<file path="src/rtl/readburst_arbiter_pkg.sv">
// Shared readburst field widths, FSM encodings and the request record captured at grant.
package readburst_arbiter_pkg;

    localparam int ADDR_W  = 32;
    localparam int DWLEN_W = 2;
    localparam int BLEN_W  = 4;
    localparam int DATA_W  = 96;

    typedef enum logic {
        ST_IDLE = 1'b0,
        ST_BUSY = 1'b1
    } state_t;

    typedef struct packed {
        logic [ADDR_W-1:0]  address;
        logic [DWLEN_W-1:0] dword_length;
        logic [BLEN_W-1:0]  byte_length;
    } rb_req_t;

endpackage

</file>
<file path="src/rtl/readburst_rr_pick.sv">
// Two-way requester pick: fixed port-0 priority or alternate against last_owner.
// Purely combinational; valid is high whenever either port requests.
module readburst_rr_pick #(
    parameter int ROUND_ROBIN = 1
) (
    input  logic req0,
    input  logic req1,
    input  logic last_owner,
    output logic valid,
    output logic winner
);

    always_comb begin
        valid  = req0 | req1;
        winner = req1;
        if (req0 && req1) begin
            winner = (ROUND_ROBIN != 0) ? ~last_owner : 1'b0;
        end
    end

endmodule

</file>
<file path="src/rtl/readburst_arbiter.sv">
// Arbitrates two readburst requesters onto one downstream burst port; grant latency one cycle.
// The grant is held from a saved copy of the request until the downstream done, which is routed back to the owner.
module readburst_arbiter
    import readburst_arbiter_pkg::*;
#(
    parameter int ROUND_ROBIN = 1,
    parameter int WDOG_W      = 8
) (
    input  logic               clk,
    input  logic               rst,
    input  logic               req0_readburst_do,
    output logic               req0_readburst_done,
    input  logic [ADDR_W-1:0]  req0_readburst_address,
    input  logic [DWLEN_W-1:0] req0_readburst_dword_length,
    input  logic [BLEN_W-1:0]  req0_readburst_byte_length,
    output logic [DATA_W-1:0]  req0_readburst_data,
    input  logic               req1_readburst_do,
    output logic               req1_readburst_done,
    input  logic [ADDR_W-1:0]  req1_readburst_address,
    input  logic [DWLEN_W-1:0] req1_readburst_dword_length,
    input  logic [BLEN_W-1:0]  req1_readburst_byte_length,
    output logic [DATA_W-1:0]  req1_readburst_data,
    output logic               resp_readburst_do,
    input  logic               resp_readburst_done,
    output logic [ADDR_W-1:0]  resp_readburst_address,
    output logic [DWLEN_W-1:0] resp_readburst_dword_length,
    output logic [BLEN_W-1:0]  resp_readburst_byte_length,
    input  logic [DATA_W-1:0]  resp_readburst_data,
    output logic               wdog_err,
    output logic               busy_owner
);

    state_t              state;
    logic                owner;
    logic                last_owner;
    rb_req_t             saved;
    logic [WDOG_W-1:0]   wdog;
    logic [WDOG_W-1:0]   wdog_inc;
    logic                wdog_err_q;
    logic                pick_valid;
    logic                pick_winner;
    logic                done_fire;
    rb_req_t             req0_f;
    rb_req_t             req1_f;

    assign req0_f   = '{req0_readburst_address, req0_readburst_dword_length, req0_readburst_byte_length};
    assign req1_f   = '{req1_readburst_address, req1_readburst_dword_length, req1_readburst_byte_length};
    assign wdog_inc = wdog + 1'b1;

    readburst_rr_pick #(
        .ROUND_ROBIN (ROUND_ROBIN)
    ) u_pick (
        .req0       (req0_readburst_do),
        .req1       (req1_readburst_do),
        .last_owner (last_owner),
        .valid      (pick_valid),
        .winner     (pick_winner)
    );

    // A done coinciding with reset belongs to an abandoned burst, so it is swallowed.
    assign done_fire = (state == ST_BUSY) && resp_readburst_done && !rst;

    always_ff @(posedge clk) begin
        if (rst) begin
            state      <= ST_IDLE;
            owner      <= 1'b0;
            last_owner <= 1'b1;
            saved      <= '0;
            wdog       <= '0;
            wdog_err_q <= 1'b0;
        end else begin
            case (state)
                ST_IDLE: begin
                    if (pick_valid) begin
                        owner <= pick_winner;
                        saved <= pick_winner ? req1_f : req0_f;
                        wdog  <= '0;
                        state <= ST_BUSY;
                    end
                end
                ST_BUSY: begin
                    if (resp_readburst_done) begin
                        last_owner <= owner;
                        wdog       <= '0;
                        state      <= ST_IDLE;
                    end else if (wdog != '1) begin
                        // Saturate and flag; the burst itself is left running.
                        wdog <= wdog_inc;
                        if (wdog_inc == '1) begin
                            wdog_err_q <= 1'b1;
                        end
                    end
                end
                default: state <= ST_IDLE;
            endcase
        end
    end

    assign resp_readburst_do           = (state == ST_BUSY);
    assign resp_readburst_address      = saved.address;
    assign resp_readburst_dword_length = saved.dword_length;
    assign resp_readburst_byte_length  = saved.byte_length;
    assign req0_readburst_done         = done_fire && !owner;
    assign req1_readburst_done         = done_fire && owner;
    assign req0_readburst_data         = resp_readburst_data;
    assign req1_readburst_data         = resp_readburst_data;
    assign wdog_err                    = wdog_err_q;
    assign busy_owner                  = owner;

endmodule

</file>
<file path="config.mk">
export PLATFORM = sky130hd
export DESIGN_NAME = readburst_arbiter
export DESIGN_NICKNAME = d
export VERILOG_FILES = /design/src/rtl/readburst_arbiter_pkg.sv /design/src/rtl/readburst_rr_pick.sv /design/src/rtl/readburst_arbiter.sv
export SDC_FILE = /design/constraint.sdc
export NUM_CORES = 1
export LEC_CHECK = 0
export BUFFER_PORTS_ARGS = -buffer_cell sky130_fd_sc_hd__buf_4
export CAP_MARGIN = 20
export CORE_AREA = 4 4 158 160
export CTS_CLUSTER_SIZE = 14
export DETAILED_ROUTE_END_ITERATION = 6
export DIE_AREA = 0 0 162 164
export PLACE_DENSITY = 0.52
export SYNTH_ARGS = -nofsm -noshare
export SYNTH_HDL_FRONTEND = slang
export SYNTH_SLANG_ARGS = --single-unit
</file>
<file path="constraint.sdc">
create_clock -name clk -period 1.9 [get_ports clk]
set_input_delay 0.38 -clock clk [delete_from_list [all_inputs] [get_ports clk]]
set_output_delay 0.38 -clock clk [all_outputs]
set_load 0.005 [all_outputs]
</file>
==> results of run 1 <==
-- registers in the layout, indices dropped and copies added (netlist names) --
name and count:
busy_owner 1, last_owner 1, resp_readburst_address 32, resp_readburst_byte_length 4, resp_readburst_do 1, resp_readburst_dword_length 2
wdog 8, wdog_err 1
-- synthesized netlist by cell type (all sizes together) (2+ instances only) --
library cell  instances
a21oi                 9
ha                    2
and4                  2
nor3                  3
or3                   3
a211oi               39
o21ai                 5
clkbuf                9
a31oi                 2
dfxtp                50
inv                   2
mux2i                39
nand3                 4
nand2                 9
nor2                 44
nor2b                 2
buf                 204
nand2b                2
-- routing by layer --
layer / routed length [um] / track usage [%] / up-vias
li1: - / - / 1174
met1: 3600 / 7.32 / 1048
met2: 4090 / 9.93 / 155
met3: 1190 / 3.86 / 63
met4: 640 / 5.46 / 0
met5: 0 / 0 / -
-- worst reg2reg max path, cell delays in order (launching register included) --
cell,delay (ps)
dfxtp_1,420
ha_1,260
nand2_2,110
o41ai_4,380
buf_4,190
or3_1,110
a21oi_1,60
-- worst paths after layout --
check | from | end | slack (ps) | cells after the start
setup / recovery | wdog[0] | wdog[1] | 270 | 6
hold / removal | resp_readburst_done | last_owner | 380 | 3
setup reg to reg | wdog[0] | wdog[1] | 270 | 6
hold reg to reg | wdog_err | wdog_err | 490 | 1
-- layout make-up --
type                       instances  area share (%)
clock buffer                       6            3.63
inverter                           2           0.196
multi-input combinational        181            33.0
sequential                        50            26.2
tap                              319            10.4
timing repair buffer             132            26.6
-- logic make-up after synthesis --
family / count (synthesis)
AO/OA/AOI/OAI: 63
XOR/XNOR: 1
AND/OR/NAND/NOR: 76
flip-flops: 50
multiplexers: 39
adder cells (fa/ha/maj): 2
buffers and inverters: 215
-- repair_timing --
item | CTS | global route
setup buffers | 0 | 0
gates resized for setup | 0 | 1
setup endpoints to repair | 0 | 1
hold endpoints to repair | 0 | 0
-- through the flow --
step	instance area [um^2]	setup WS [ps]	hold slack [ps]	power, mW	utilization [%]
floorplan	3800	308	460	1.79	-
global placement	3680	293	463	1.81	15.7
detailed placement	3680	274	468	1.81	15.7
CTS	3820	27.4	363	2.80	16.3
global route	3820	107	411	2.88	16.3
finish	3820	266	379	2.69	16.3
-- power breakdown --
part	leakage [nW]	internal, mW	switching, mW
Sequential	0.414	1.14	0.0518
Clock	0.0688	0.511	0.411
Combinational	1.10	0.334	0.251
Total	1.59	1.98	0.714
==> key figures, run 1 <==
Clocking
  – Root Buffer: clkbuf_16
  – Total CTS buffers: 5
  – Htree depth: 2
  – Hold buffers post-CTS: 0
  – Clk sinks: 50
  – CTS tree: yes
  – Clock buffer depth: 2
  – Clock Latency Late Sink: 290 ps
  – Clock slew at reported path FFs: around 70 ps

Timing
  – Sum Neg Setup Slack: 0 ps
  – Max Clk Rate: ~600 MHz
  – Finish-stage setup viols: 0
  – Worst-Margin Slew: roughly 380 ps
  – Slew Viols, Final: 0
  – Rel. slew slack: between 70 and 80%
  – Final hold violations: 0
  – Skew final: 5.94 ps
  – Fin crit period: 1630 ps
  – Final Cycle Share: 86.0%
  – RSZ-0062 raised after global routing: no

Synthesis
  – Cell Area, Synth: 3800 um^2
  – Post-Synth Simple-Gate Area: 9.29%
  – Post-synthesis sequential area ratio: about a quarter
  – Share of the synthesized area in the top cell type: a little under two fifths
  – Yosys reg bits: 50
  – Post-synthesis adder-cell area fraction: 0.659%
  – Syn Nets: 625
  – Async SR Flop Fraction: 0%
  – Synth area leader: buf_4
  – Main combinational cell family by area after synthesis: buffers and inverters
  – Netlist cell types: 40
  – Dominant synthesized flop cell: dfxtp_1
  – Synth Area in XOR/XNOR: less than 1%
  – Syn avg cell area: between 8 and 9 um^2
  – Top cells by area, synth: buf_4, dfxtp_1, mux2i_1
  – Number of synthesized flops with an enable pin: 0
  – Compound-Gate Fraction of Synth Area: approximately an eighth
  – Gate Count Post-Synth: ~450
  – Mux cell area share after synthesis: 10.3%
  – Ys Warns: 0

Die
  – Ports: about 410
  – Initial Util: 16.2%
  – Die W: 162 um
  – Core Area: about 23000 um^2
  – Die Span Y: 164 um
  – Row count: 56
  – Die ar.: 26600 um^2

Route
  – Number of iterations in the first detailed-routing pass: 4
  – Drt wl/cell: 13.8 um
  – Final WL: 9520 um
  – Post-route ant nets: 0
  – Vias per inst: 3.54
  – DR iter-0 viols: between 60 and 70
  – Vias: 2440
  – DRC errors left: 0

Critical path
  – Setup CP Type: flop to flop
  – Required time of the critical path: 2070 ps
  – CP Capture Type: flop
  – Max stage delay on crit path: approximately 420 ps
  – CP cell instances: ha_1, nand2_2, o41ai_4, buf_4, or3_1, a21oi_1
  – Bufs and invs on worst path: 1
  – CP max stage cell: dfxtp_1
  – CP max FO: 7
  – Crit path arrival time: 1810 ps
  – Startpoint types: flop
  – Worst path top cell family by delay: compound AO/OA/AOI/OAI gates

Layout
  – Fillers: 2679
  – Post-route insts no fill: between 600 and 700
  – P&R area growth vs syn: 0.659%
  – Register area: 1000 um^2
  – Commonest non-fill, non-tap cell in the layout: buf_4
  – Multi-input gate area: about 1300 um^2
  – Net count, final: 551
  – Most frequent cells in the layout: buf_4, dfxtp_1, nor2_1
  – Antenna diode count: 0
  – Fraction of layout cells with a size suffix above 1: 38.8%

Global route
  – Vias in the first global route: 2400
  – First-pass GRT wire length: between 10000 and 15000 um
  – Antenna violations before repair: 0
  – GR Util All Layers: 6.86%
  – Largest net degree at the start of global routing: 45
  – Global route total overflow: 0

Place
  – HPWL Detailed: 7570 um
  – Port Buf Inserts: 123
  – Gpl congestion: between 0.7 and 0.8
  – Placed Cells: roughly 700

Worst hold path
  – HP Class: primary input to flop

Power
  – Pleak: 1.59 nW
  – Maximum vdd ir drop: 296 uV
  – Pwr/cell area: 705 nW/um^2

Outcome
  – Outcome: complete, no violations

Job
  – Max-Cap Viols: 0
Note: power is estimated with default switching activity, not from simulation.
==> inputs of run 2 (changes only) <==
==> constraint.sdc (replaced) <==
create_clock -name clk -period 1.9 [get_ports clk]
set_input_delay 0.285 -clock clk [delete_from_list [all_inputs] [get_ports clk]]
set_output_delay 0.285 -clock clk [all_outputs]
set_load 0.005 [all_outputs]
==> key figures, run 2 (synthesis gave the netlist of run 1 again) <==
Critical path
  – CP max FO: 10 (was 7)
  – Crit path arrival time: 1380 ps (was 1810 ps)
  – Worst r2r src: wdog[0] (unchanged)
  – Startpoint types: flop (unchanged)
  – Reg-to-reg slack, setup: 250 ps (was 270 ps)
  – CP Capture Type: primary output (was flop)
  – Required time of the critical path: 1620 ps (was 2070 ps)
  – R2R cell count: 5 (was 6)
  – Reg-to-reg endpoint: wdog_err (was wdog[1])
  – Setup CP Type: flop to primary output (was flop to flop)

Power
  – Maximum vdd ir drop: 281 uV (was 296 uV)
  – Pwr/cell area: 726 nW/um^2 (was 705 nW/um^2)
  – Pleak: 1.60 nW (was 1.59 nW)

Layout
  – Commonest non-fill, non-tap cell in the layout: buf_4 (unchanged)
  – Fillers: 2681 (was 2679)
  – Max reg flops: 32 (unchanged)
  – Register area: 1000 um^2 (about the same)
  – Post-route insts no fill: 692 (was 690)
  – Most frequent cells in the layout: buf_4, dfxtp_1, nor2_1 (unchanged)
  – Antenna diode count: 0 (unchanged)
  – Post-Layout Inst Area: 3840 um^2 (was 3820 um^2)
  – Net count, final: 551 (unchanged)
  – Fraction of layout cells with a size suffix above 1: 38.9% (was 38.8%)
  – P&R area growth vs syn: 1.22% (was 0.659%)
  – Multi-input gate area: 1260 um^2 (unchanged)

Die
  – Initial Util: 16.2% (unchanged)
  – Core Area: 23400 um^2 (unchanged)
  – Die ar.: 26600 um^2 (unchanged)
  – Die Span Y: 164 um (unchanged)
  – Row count: 56 (unchanged)
  – Ports: 412 (unchanged)
  – Die W: 162 um (unchanged)

Timing
  – Skew final: 5.25 ps (was 5.94 ps)
  – Fin crit period: 1670 ps (was 1630 ps)
  – Max Clk Rate: 600 MHz (was 612 MHz)
  – Sum Neg Setup Slack: 0 ps (unchanged)
  – Rel. slew slack: 73.9% (was 74.3%)
  – Final Cycle Share: 87.8% (was 86.0%)
  – Finish-stage setup viols: 0 (unchanged)
  – RSZ-0062 raised after global routing: no (unchanged)
  – Worst-Margin Slew: 391 ps (was 382 ps)
  – Slew Viols, Final: 0 (unchanged)
  – Final hold violations: 0 (unchanged)

Clocking
  – Clock slew at reported path FFs: 70 ps (about the same)
  – Total CTS buffers: 5 (unchanged)
  – Htree depth: 2 (unchanged)
  – Post-cts repair resize count: 0 (unchanged)
  – CTS tree: yes (unchanged)
  – Clock Latency Late Sink: 300 ps (was 290 ps)
  – Root Buffer: clkbuf_16 (unchanged)
  – Clock buffer depth: 2 (unchanged)
  – Hold buffers post-CTS: 0 (unchanged)
  – Setup Buffers After CTS: 0 (unchanged)
  – Clk sinks: 50 (unchanged)

Route
  – Vias: 2378 (was 2440)
  – Final WL: 9630 um (was 9520 um)
  – Number of iterations in the first detailed-routing pass: 4 (unchanged)
  – Drt wl/cell: 13.9 um (was 13.8 um)
  – Vias per inst: 3.44 (was 3.54)
  – DRC errors left: 0 (unchanged)
  – Post-route ant nets: 0 (unchanged)
  – DR iter-0 viols: 104 (was 66)

Global route
  – First-pass GRT wire length: 14000 um (was 13800 um)
  – Antenna violations before repair: 0 (unchanged)
  – GR Util All Layers: 6.98% (was 6.86%)
  – Vias in the first global route: 2336 (was 2400)
  – Global route total overflow: 0 (unchanged)
  – Largest net degree at the start of global routing: 39 (was 45)

Place
  – HPWL Detailed: 7610 um (was 7570 um)
  – Port Buf Inserts: 123 (unchanged)
  – Gpl congestion: 0.731 (was 0.760)
  – Placed Cells: 684 (unchanged)
  – Placed instance area: 3680 um^2 (unchanged)

Outcome
  – Outcome: complete, no violations (unchanged)

Worst hold path
  – WHS Endpoint: last_owner (unchanged)
  – Hold path depth: 3 (unchanged)
  – Worst hold path startpoint: resp_readburst_done (unchanged)
  – HP Class: primary input to flop (unchanged)

Job
  – Max-Cap Viols: 0 (unchanged)
run 2: cell count changes in the layout (fill, tap and decap cells not counted):
cell | previous run | this run
clkinv_4 | 0 | 1
dfxtp_1 | 49 | 50
clkbuf_8 | 1 | 2
dfxtp_2 | 1 | 0
run 2: critical path: stages (launching register included):
cell and delay [ps]:
dfxtp_1 510, nand2_1 180, nor3_1 230, buf_4 160
run 2: final cells by class:
class,count,area share [%]
Inverter,2,0.195
Timing Repair Buffer,132,26.4
Sequential cell,50,26.0
Multi-Input combinational cell,181,32.8
Tap cell,319,10.4
Clock inverter,1,0.228
Clock buffer,7,3.97
run 2: per-layer routing:
layer	wire (um)	up-vias	share of wire (%)	global-route usage (%)
met5	0	-	0	0
met4	655	0	6.8	5.69
met3	1310	66	14	4.22
met2	4000	155	42	9.57
met1	3670	986	38	7.66
li1	-	1171	-	-
run 2: where the power goes:
part	total (mW)	leakage (nW)	internal (mW)	switching [mW]
clock network	1.02	0.0801	0.565	0.455
registers	1.19	0.414	1.14	0.0531
logic	0.584	1.10	0.334	0.250
run 2: worst max path at each step:
stage	startpoint	end	cells past startpoint
6_report	resp_readburst_do	req0_readburst_done	3
4_1_cts	resp_readburst_do	req0_readburst_done	3
2_1_floorplan	wdog[0]	wdog[1]	5
3_3_place_gp	wdog[0]	wdog[3]	6
5_1_grt	resp_readburst_do	req0_readburst_done	3
3_5_place_dp	wdog[0]	wdog_err	5
run 2: stage by stage:
step / power [mW] / hold WS, ps / setup slack, ps / util, %
after floorplan: 1.79 / 441 / 308 / -
after global placement: 1.81 / 457 / 270 / 15.7
after detailed placement: 1.81 / 481 / 280 / 15.7
after CTS: 2.89 / 276 / 129 / 16.4
after global routing: 2.97 / 292 / 67.1 / 16.4
final: 2.79 / 290 / 232 / 16.4
